$ cat src/rtl/load_store_unit.sv
// Load/store unit: turns one MEM-stage request into a single aligned word bus
// transaction, with lane steering, load extension, fault detection and stall.
module load_store_unit #(
  parameter int TIMEOUT = 255
) (
  input  logic        clk,
  input  logic        rst,
  input  logic        req_valid,
  input  logic        req_we,
  input  logic [2:0]  req_funct3,
  input  logic [31:0] req_addr,
  input  logic [31:0] req_wdata,
  output logic        stall,
  output logic        rsp_valid,
  output logic [31:0] rsp_rdata,
  output logic [1:0]  fault,
  output logic        mem_req,
  output logic        mem_we,
  output logic [31:0] mem_addr,
  output logic [31:0] mem_wdata,
  output logic [3:0]  mem_be,
  input  logic        mem_ack,
  input  logic [31:0] mem_rdata
);

  localparam int CNT_W = (TIMEOUT < 1) ? 1 : $clog2(TIMEOUT + 1);
  localparam logic [CNT_W-1:0] CNT_MAX = CNT_W'(TIMEOUT);

  localparam logic [1:0] FAULT_NONE     = 2'b00;
  localparam logic [1:0] FAULT_MISALIGN = 2'b01;
  localparam logic [1:0] FAULT_TIMEOUT  = 2'b10;
  localparam logic [1:0] FAULT_ILLEGAL  = 2'b11;

  typedef enum logic [1:0] {IDLE, BUSY, DONE} state_t;

  state_t           state;
  logic [CNT_W-1:0] cnt;
  logic [2:0]       funct3_q;
  logic [1:0]       lane_q;

  function automatic logic is_illegal(input logic we, input logic [2:0] f3);
    if (we) return f3[2] || (f3[1:0] == 2'b11);
    return (f3 == 3'b011) || (f3[2:1] == 2'b11);
  endfunction

  function automatic logic is_misaligned(input logic [1:0] size, input logic [1:0] a);
    case (size)
      2'b01:   return a[0];
      2'b10:   return a != 2'b00;
      default: return 1'b0;
    endcase
  endfunction

  function automatic logic [3:0] store_be(input logic [1:0] size, input logic [1:0] a);
    case (size)
      2'b00:   return 4'b0001 << a;
      2'b01:   return a[1] ? 4'b1100 : 4'b0011;
      default: return 4'b1111;
    endcase
  endfunction

  // Replicate the narrow datum across every lane so byte enables alone pick the target.
  function automatic logic [31:0] store_data(input logic [1:0] size, input logic [31:0] d);
    case (size)
      2'b00:   return {4{d[7:0]}};
      2'b01:   return {2{d[15:0]}};
      default: return d;
    endcase
  endfunction

  function automatic logic [31:0] load_extend(input logic [2:0] f3, input logic [1:0] a,
                                              input logic [31:0] d);
    logic signed [7:0]  b;
    logic signed [15:0] h;
    b = d[8*a +: 8];
    h = d[16*a[1] +: 16];
    case (f3)
      3'b000:  return 32'(b);
      3'b001:  return 32'(h);
      3'b010:  return d;
      3'b100:  return {24'd0, b};
      3'b101:  return {16'd0, h};
      default: return 32'd0;
    endcase
  endfunction

  assign stall = ((state == IDLE) && req_valid) || (state == BUSY);

  always_ff @(posedge clk or posedge rst) begin
    if (rst) begin
      state     <= IDLE;
      cnt       <= '0;
      funct3_q  <= 3'd0;
      lane_q    <= 2'd0;
      mem_req   <= 1'b0;
      mem_we    <= 1'b0;
      mem_addr  <= 32'd0;
      mem_wdata <= 32'd0;
      mem_be    <= 4'd0;
      rsp_valid <= 1'b0;
      rsp_rdata <= 32'd0;
      fault     <= FAULT_NONE;
    end else begin
      rsp_valid <= 1'b0;
      case (state)
        IDLE: begin
          if (req_valid) begin
            if (is_illegal(req_we, req_funct3)) begin
              fault     <= FAULT_ILLEGAL;
              rsp_rdata <= 32'd0;
              rsp_valid <= 1'b1;
              state     <= DONE;
            end else if (is_misaligned(req_funct3[1:0], req_addr[1:0])) begin
              fault     <= FAULT_MISALIGN;
              rsp_rdata <= 32'd0;
              rsp_valid <= 1'b1;
              state     <= DONE;
            end else begin
              mem_req   <= 1'b1;
              mem_we    <= req_we;
              mem_addr  <= {req_addr[31:2], 2'b00};
              mem_wdata <= req_we ? store_data(req_funct3[1:0], req_wdata) : 32'd0;
              mem_be    <= req_we ? store_be(req_funct3[1:0], req_addr[1:0]) : 4'b1111;
              funct3_q  <= req_funct3;
              lane_q    <= req_addr[1:0];
              cnt       <= '0;
              state     <= BUSY;
            end
          end
        end
        // An ack on the same cycle the counter tops out still completes the access.
        BUSY: begin
          if (mem_ack) begin
            mem_req   <= 1'b0;
            fault     <= FAULT_NONE;
            rsp_rdata <= mem_we ? 32'd0 : load_extend(funct3_q, lane_q, mem_rdata);
            rsp_valid <= 1'b1;
            state     <= DONE;
          end else if (cnt == CNT_MAX) begin
            mem_req   <= 1'b0;
            fault     <= FAULT_TIMEOUT;
            rsp_rdata <= 32'd0;
            rsp_valid <= 1'b1;
            state     <= DONE;
          end else begin
            cnt <= cnt + 1'b1;
          end
        end
        DONE:    state <= IDLE;
        default: state <= IDLE;
      endcase
    end
  end

endmodule

$ cat config.mk
export PLATFORM = sky130hd
export DESIGN_NAME = load_store_unit
export DESIGN_NICKNAME = d
export VERILOG_FILES = /design/src/rtl/load_store_unit.sv
export SDC_FILE = /design/constraint.sdc
export NUM_CORES = 1
export LEC_CHECK = 0
export ABC_AREA = 0
export CAP_MARGIN = 20
export CORE_MARGIN = 5
export CORE_UTILIZATION = 40
export CTS_CLUSTER_SIZE = 12
export DETAILED_ROUTE_END_ITERATION = 12
export PLACE_DENSITY = 0.82
export SLEW_MARGIN = 10
export SYNTH_ARGS = -nofsm -noshare
export SYNTH_HDL_FRONTEND = slang
export SYNTH_SLANG_ARGS = --single-unit
$ cat constraint.sdc
create_clock -name clk -period 6.2 [get_ports clk]
set_input_delay 1.24 -clock clk [delete_from_list [all_inputs] [get_ports clk]]
set_output_delay 1.24 -clock clk [all_outputs]
set_load 0.05 [all_outputs]
# Word level (Yosys, flattened, before mapping)
# Index checks and enable logic that the tools add are counted.
dict set report totals {
  inputBits 104
  latch_bits 0
  word_cells 103
  reg_bits 118
  n_memories 0
  rom_bits 0
  output_inout_bits 106
  ramBits 0
}
dict set report classes {
  add_sub_neg 1
  multipliers 0
  order_cmp 0
  n_div 0
  n_shift 3
  eq_ne 18
  muxes 53
  n_reduce_logical 14
  bitwise 2
}
# cell n
set ops {}
lappend ops {{32-bit 2-to-1 mux} 7}
lappend ops {{32-bit case mux with 5 select lines} 1}
lappend ops {{32-bit case mux with 2 select lines} 2}
lappend ops {{8-bit 2-to-1 mux} 5}
lappend ops {{32-bit by 6-bit indexed part select with 16-bit output} 1}
lappend ops {{32-bit by 6-bit indexed part select with 8-bit output} 1}
lappend ops {{1-bit 2-to-1 mux} 20}
lappend ops {{2-bit 2-to-1 mux} 9}
lappend ops {{8-bit case mux with 2 select lines} 1}
lappend ops {{2-bit != test, second input constant} 5}
lappend ops {{8-bit by 1-bit adder with 8-bit output, second input constant} 1}
lappend ops {{8-bit == test, second input constant} 1}
lappend ops {{4-bit 2-to-1 mux} 2}
lappend ops {{2-bit case mux with 2 select lines} 2}
lappend ops {{4-bit case mux with 2 select lines} 1}
lappend ops {{4-bit AND reduction} 2}
lappend ops {{2-bit == test, second input constant} 3}
lappend ops {{3-bit by 2-bit == test with 1-bit output, second input constant} 2}
lappend ops {{3-bit == test, second input constant} 2}
lappend ops {{1-bit case mux with 2 select lines} 3}
lappend ops {{6-bit AND reduction} 1}
lappend ops {{5-bit AND reduction} 1}
lappend ops {{2-bit by 1-bit == test with 1-bit output, second input constant} 2}
lappend ops {{2-bit logical NOT} 2}
lappend ops {{other kinds (10)} 14}

# Depth between registers and ports, before layout
# Gate-level depths: netlist of the first run.
dict set report depth {
  word_depth 13
  ltp_mapped 9
  mapped_depth_nobuf 6
}

# Worst setup path before layout of the first run
# OpenSTA, ideal clock, no wires.
dict set report synth_path {
  path_kind {in2out}
  startpoint {input req_valid}
  endpoint {output stall}
  t_arrival_ns 2.057
  cell_stages 2
  slack_ns 2.903
  t_required_ns 4.960
  path_buffers 0
  cell_sequence {nor2_1 nor2_1}
}
dict set report synth_via {
  elab_chain_cells 2
}
# element line_no
set synth_lines {}
lappend synth_lines {{start: declaration} 8} ;# input logic req_valid,
lappend synth_lines {{1-bit logical AND} 87} ;# assign stall = ((state == IDLE) && req_valid) || (state == BUSY);
lappend synth_lines {{1-bit logical OR} 87}
lappend synth_lines {{end: declaration} 13} ;# output logic stall,
# No other way between the ends.

# Worst setup path after layout of the first run
dict set report layout_path {
  startpoint {input req_funct3[1]}
  endpoint {register mem_addr[4]}
}
dict set report layout_via {
  elab_chain_cells 8
  word_cells_on_any_way 18
  classes_between {eq/ne: 5; mux: 8; bitwise: 2; reduce/logical: 3}
}
# element line_no
set layout_lines {}
lappend layout_lines {{start: declaration} 10} ;# input logic [2:0] req_funct3,
lappend layout_lines {{2-bit == test} 42} ;# if (we) return f3[2] || (f3[1:0] == 2'b11);
lappend layout_lines {{1-bit logical OR} 42}
lappend layout_lines {{1-bit 2-to-1 mux} 42}
lappend layout_lines {{1-bit 2-to-1 mux} 43} ;# return (f3 == 3'b011) || (f3[2:1] == 2'b11);
lappend layout_lines {{1-bit 2-to-1 mux} 107} ;# if (req_valid) begin
lappend layout_lines {{1-bit 2-to-1 mux} 105} ;# case (state)
lappend layout_lines {{1-bit NOT (no source line)} n/a}
lappend layout_lines {{4-bit AND reduction (no source line) (*)} n/a}
lappend layout_lines {{end signal: assignment} 121} ;# mem_addr <= {req_addr[31:2], 2'b00};
lappend layout_lines {{end: declaration} 19} ;# output logic [31:0] mem_addr,
# Mark *: on every way between the ends. The rest lies on a longest branch, timed or not. The select of a mux whose other input is x is not followed.
# A chain may end at the register's enable or synchronous reset.

==> results.py, run 1 <==
metrics = {
    "status": {
        "outcome": "completed",
    },
    "clock_tree": {
        "path_clk_slew_ns": 0.06,
        "root_buffer": "clkbuf_16",
        "htree_levels": 4,
        "cts_setup_buffers": 0,
        "cts_made_buffers": 17,
        "clockBufferDepth": 2,
        "clk_latency_ns": 0.41,
        "hold_buffers": 0,
        "clock_sinks": 118,
        "tritoncts": "built",
        "cts.repair.resized": 0,
    },
    "cells_and_area": {
        "syn_to_final_growth_pct": 48.4,
        "drive_above_1_share_pct": 10.0,
        "multi_input_area_sq_um": 2620,
        "fin_nets": 815,
        "antenna_cells": 0,
        "final_area_sq_um": 8620,
        "nFillCells": 1147,
        "finish.utilization_pct": 60.0,
        "seq_area_sq_um": 2950,
        "post_layout_nonfiller_instances": 902,
    },
    "routing": {
        "wl_per_cell_um": 19.9,
        "drt-initial-drc-count": 535,
        "antenna_left": 0,
        "num_vias": 5102,
        "drcViolationCount": 0,
        "dr.pass1.iters": 8,
        "routed_wl_mm": 17.9,
        "avgViaCountPerCell": 5.66,
    },
    "setup_path": {
        "rr_worst_depth": 4,
        "reg2reg_to": "rsp_rdata[21]",
        "crit_arrival_ns": 4.75,
        "cp_top_family": "buffers and inverters",
        "path_cells": "clkdlybuf4s50_1 > inv_1 > ha_1 > o211ai_1 > nand2_1 > nor3_4 > buf_12 > mux2_1",
        "r2r_slack_ns": 3.70,
        "critPathLaunch": "req_funct3[1]",
        "cp_slowest_stage_delay_ns": 0.81,
        "worstReg2RegStart": "funct3_q[1]",
        "endpoint_kind": "register",
        "path_max_fanout": 56,
        "path_depth": 8,
        "worstSetupPathType": "input port to register",
        "crit_required_ns": 6.48,
        "critPathSlowestCell": "nor3_4",
        "crit_buf_inv": 3,
        "endpoint": "mem_addr[4]",
        "start_kind": "input port",
    },
    "floorplan": {
        "fp-row-count": 44,
        "fp.dieH_um": 131,
        "ios": 210,
        "dieArea_sq_um": 17000,
        "die_w_um": 131,
        "core_sq_um": 14400,
        "start_util_pct": 40.5,
    },
    "placement": {
        "place_inst": 868,
        "gp_congestion": 0.888,
        "portBuffers": 207,
        "place_area_sq_um": 7950,
        "dpl.hpwl_mm": 13.1,
    },
    "global_route": {
        "grt.total_usage_pct": 21.1,
        "grt_pass1_vias": 5361,
        "antenna_found_initial": 0,
        "grt_pass1_wl_mm": 27.9,
        "grt_max_degree": 61,
        "globalRoute.totalOverflow": 0,
    },
    "sta": {
        "final-hold-violation-count": 0,
        "hold_slack_ns": 0.485,
        "tightestPinTransition_ns": 1.01,
        "finClkSkew_ns": 0.00644,
        "final_max_slew_viol_count": 0,
        "layout_min_cycle_time_ns": 4.47,
        "fmax_ghz": 0.224,
        "maxSlewHeadroom_pct": 32.7,
        "finalSetupViolCount": 0,
        "period_share_pct": 72.1,
        "rsz0062_at_grt": "false",
        "setup_tns_ns": 0,
    },
    "synthesis": {
        "synth.yosys.seq_area_share_pct": 50.8,
        "ys_ff_latch": 118,
        "synthCells": 509,
        "synth_cell_types": 50,
        "yosys_warnings": 0,
        "async_flop_share_pct": 100,
        "synth_edf_count": 0,
        "synth_area_sq_um": 5810,
        "syn_avg_cell_area_sq_um": 11.4,
        "synth_flop_cell": "dfrtp_1",
    },
    "worst_hold_path": {
        "min_path_type": "register to register",
    },
    "power_and_ir_drop": {
        "vdd_drop_max_mv": 0.307,
        "p_per_area_nw_per_um2": 520,
        "leakage_nw": 3.69,
    },
    "run": {
        "drv_cap": 0,
    },
}
==> cells in the final DEF (no fill, tap or decap), types with 2 or more instances in the layout <==
cell / count
clkbuf_8: 6
mux2_2: 25
nand2_1: 23
buf_4: 3
dfrtp_1: 118
clkdlybuf4s50_1: 207
nor2_1: 49
conb_1: 2
bufinv_16: 4
o21ai_0: 41
a22oi_1: 26
nand2b_1: 2
xor2_1: 5
a22o_1: 33
nor2b_1: 10
nor3b_2: 3
o21bai_1: 2
a21oi_1: 3
or3_1: 2
and3_1: 4
ha_1: 5
a21boi_0: 2
clkinvlp_4: 2
o221ai_1: 2
o2111ai_1: 2
o2bb2ai_1: 7
nand3_1: 5
clkbuf_16: 17
a222oi_1: 5
inv_1: 9
mux2_1: 44
o31ai_1: 8
o211ai_1: 7
mux2i_1: 12
==> registers in the layout, indices dropped and copies added (netlist names), 3 cells and up <==
| name | count |
|---|---|
| cnt | 8 |
| funct3_q | 3 |
| mem_addr | 30 |
| mem_be | 4 |
| mem_wdata | 32 |
| rsp_rdata | 32 |
==> synthesized netlist by cell type (7+ instances only) <==
cell type	instances	share of area [%]
buf_2	9	0.77
a22o_1	33	5.0
a22oi_1	26	3.4
clkbuf_1	17	1.1
mux2_2	25	4.8
o211ai_1	7	0.90
dfrtp_1	118	51
mux2i_1	12	2.1
nand2_1	23	1.5
mux2_1	44	8.5
o31ai_1	8	1.0
o2bb2ai_1	7	1.1
nor2_1	49	3.2
nor2b_1	10	1.1
inv_1	10	0.65
buf_6	7	1.4
o21ai_0	41	3.5
==> how the worst min path moves through the flow <==
stage | start | endpoint | slack [ns] | depth (start not counted)
final | mem_wdata[24] | mem_wdata[24] | 0.48 | 1
after global routing | rsp_rdata[4] | rsp_rdata[4] | 0.50 | 1
after CTS | mem_wdata[24] | mem_wdata[24] | 0.49 | 1
after detailed placement | mem_wdata[24] | mem_wdata[24] | 0.47 | 1
after global placement | mem_addr[26] | mem_addr[26] | 0.47 | 1
after floorplan | lane_q[0] | lane_q[0] | 0.52 | 1
==> cell families (layout without fill, tap and decap cells) <==
family	Yosys count	count (layout)	share of synthesized area, %
fa+ha+maj	5	5	1.08
buf+inv	45	253	4.13
flops	118	118	50.8
other cells	1	2	0.0645
simple gates	108	108	9.10
mux	82	82	15.7
compound gates	145	145	18.4
xor+xnor	5	5	0.753
==> per-stage QoR <==
| stage | setup WS [ns] | power, mW |
|---|---|---|
| global route | 1.51 | 4.68 |
| finish | 1.73 | 4.49 |
| CTS | 1.74 | 4.50 |
| floorplan | 1.83 | 2.65 |
| global placement | 1.49 | 3.35 |
| detailed placement | 1.31 | 3.41 |
==> power by group <==
group          internal [mW]  switching, mW
clock network          0.734          0.340
registers               1.03          0.223
logic                  0.772           1.39
total                   2.54           1.95
==> area by class of cell <==
class,instances,share of cell area [%]
Clock buffer,24,5.93
Clock inverter,7,1.62
Inverter,10,0.464
Multi-Input combinational cell,347,30.4
Sequential cell,118,34.2
Tap cell,184,2.67
Timing Repair Buffer,212,24.6
==> routing by layer <==
layer	share of wire, %	routed length [um]	global-route usage [%]
met4	3.8	688	10.5
met5	0	0	0
met3	8.6	1550	6.02
met1	39	6930	26.1
met2	49	8760	33.8
No activity file was read; power rests on OpenSTA's default activity.
==> inputs of run 2 (changes only) <==
--- a/config.mk
+++ b/config.mk
@@ -11,7 +11,7 @@
 export CORE_UTILIZATION = 40
 export CTS_CLUSTER_SIZE = 12
 export DETAILED_ROUTE_END_ITERATION = 12
-export PLACE_DENSITY = 0.82
+export PLACE_DENSITY = 0.85
 export SLEW_MARGIN = 10
 export SYNTH_ARGS = -nofsm -noshare
 export SYNTH_HDL_FRONTEND = slang
==> constraint.sdc (replaced) <==
create_clock -name clk -period 4.1 [get_ports clk]
set_input_delay 0.82 -clock clk [delete_from_list [all_inputs] [get_ports clk]]
set_output_delay 0.82 -clock clk [all_outputs]
set_load 0.05 [all_outputs]
==> run 2 against run 1 <==
  * Via count is 0.41% lower
  * Global-route usage down 0.16 points
  * Clock skew up 0.0039 ns
  * Flip-flop and latch count stayed put
  * Die area unchanged
  * Clock power grew 42%
  * Final area about the same
  * Critical path type is now input port to output port
  * Critical endpoint is now stall
  * Largest power group unchanged
==> results.py, run 2 (synthesis results as in run 1) <==
metrics = {
    "routing": {
        "avgViaCountPerCell": 5.60,
        "num_vias": 5081,
        "drt-initial-drc-count": 426,
        "wl_per_cell_um": 19.7,
        "drcViolationCount": 0,
        "dr.pass1.iters": 6,
        "antenna_left": 0,
        "routed_wl_mm": 17.8,
    },
    "cells_and_area": {
        "top_regs": "mem_wdata: 32 flops, rsp_rdata: 32 flops, mem_addr: 30 flops",
        "syn_to_final_growth_pct": 48.3,
        "final_common_cell": "clkdlybuf4s50_1",
        "final_cell_mix": "clkdlybuf4s50_1, dfrtp_1, nor2_1",
        "fin_nets": 819,
        "multi_input_area_sq_um": 2620,
        "nFillCells": 1137,
        "drive_above_1_share_pct": 10.7,
        "antenna_cells": 0,
        "seq_area_sq_um": 2950,
    },
    "setup_path": {
        "start_kind": "input port",
        "cp_slowest_stage_delay_ns": 0.89,
        "reg2reg_to": "rsp_rdata[22]",
        "crit_required_ns": 3.28,
        "rr_worst_depth": 4,
        "crit_arrival_ns": 2.58,
        "worstSetupPathType": "input port to output port",
        "r2r_slack_ns": 1.71,
        "path_cells": "clkdlybuf4s50_1 > nor2_1 > nor2_1 > clkdlybuf4s50_1",
        "critPathSlowestCell": "clkdlybuf4s50_1",
        "worstReg2RegStart": "funct3_q[1]",
        "path_max_fanout": 3,
        "endpoint_kind": "output port",
    },
    "sta": {
        "finalSetupViolCount": 0,
        "final_max_slew_viol_count": 0,
        "layout_min_cycle_time_ns": 3.40,
        "period_share_pct": 83.0,
        "final-hold-violation-count": 0,
        "rsz0062_at_grt": "false",
        "tightestPinTransition_ns": 0.998,
        "fmax_ghz": 0.294,
        "setup_tns_ns": 0,
        "finClkSkew_ns": 0.0104,
        "hold_slack_ns": 0.486,
        "maxSlewHeadroom_pct": 33.2,
    },
    "power_and_ir_drop": {
        "comb_power_share_pct": 48.9,
        "p_seq_share_pct": 28.3,
        "vdd_drop_max_mv": 0.563,
        "switching_share_pct": 44.4,
        "p_int_mw": 3.72,
        "leakage_nw": 3.69,
        "p_sw_mw": 2.97,
        "p_per_area_nw_per_um2": 775,
        "clock_power_share_pct": 22.7,
    },
    "clock_tree": {
        "tritoncts": "built",
        "clk_latency_ns": 0.41,
        "cts.repair.resized": 0,
        "root_buffer": "clkbuf_16",
        "path_clk_slew_ns": 0.05,
        "cts_setup_buffers": 0,
        "clock_sinks": 118,
        "cts_made_buffers": 17,
        "htree_levels": 4,
        "hold_buffers": 0,
        "clockBufferDepth": 2,
    },
    "floorplan": {
        "start_util_pct": 40.5,
        "fp-row-count": 44,
        "fp.dieH_um": 131,
        "die_w_um": 131,
        "core_sq_um": 14400,
        "ios": 210,
        "dieArea_sq_um": 17000,
    },
    "global_route": {
        "grt_pass1_wl_mm": 27.7,
        "antenna_found_initial": 0,
        "grt.total_usage_pct": 20.9,
        "grt_max_degree": 68,
        "grt_pass1_vias": 5158,
        "globalRoute.totalOverflow": 0,
    },
    "placement": {
        "dpl.hpwl_mm": 12.9,
        "portBuffers": 207,
        "gp_congestion": 0.877,
    },
    "worst_hold_path": {
        "min_path_type": "register to register",
        "min_to": "rsp_rdata[6]",
        "hold_depth": 1,
        "min_from": "rsp_rdata[6]",
    },
    "status": {
        "outcome": "completed",
    },
    "run": {
        "drv_cap": 0,
    },
}
[run 2: worst max-delay path, delay by kind of cell]
family	cells	cell delay, ns
buf+inv	2	1.40
simple gates	2	0.36
[run 2: power by group through the flow]
| stage | clock network (mW) | registers [mW] | logic, mW |
|---|---|---|---|
| floorplan | 0 | 3.04 | 0.960 |
| global placement | 0 | 1.88 | 3.20 |
| detailed placement | 0 | 1.90 | 3.26 |
| CTS | 1.54 | 1.89 | 3.28 |
| global route | 1.60 | 1.95 | 3.42 |
| finish | 1.52 | 1.89 | 3.27 |
[run 2: stage by stage]
stage	std cells	utilization, %	setup WS (ns)	total power, mW	instance area (sq um)
after global routing	907	60.0	0.650	6.97	8620
final	907	60.0	0.696	6.68	8620
after CTS	906	59.9	0.678	6.71	8610
after detailed placement	874	55.7	0.582	5.16	8000
after floorplan	510	-	0.151	4.00	5820
after global placement	874	55.7	0.681	5.08	8000
[run 2: area by class of cell]
type                    count  area share [%]
flip-flops and latches    118            34.3
multi-input cells         347            30.4
repair buffers            216            25.1
clock buffers              20            5.30
well taps                 184            2.67
clock inverters            12            1.77
inverters                  10           0.464
[run 2: worst max path at each step]
stage	from	end	slack, ns	cells after the start
CTS	req_valid	stall	0.68	4
finish	req_valid	stall	0.70	4
global route	req_valid	stall	0.65	4
floorplan	rst	cnt[0]	0.15	1
global placement	req_funct3[1]	mem_wdata[31]	0.68	8
detailed placement	req_funct3[1]	mem_addr[25]	0.58	8
[run 2: routing by layer]
metal / share of wire, % / track usage [%]
met1: 39 / 26.6
met2: 50 / 33.4
met3: 7.5 / 5.53
met4: 3.2 / 9.80
met5: 0 / 0
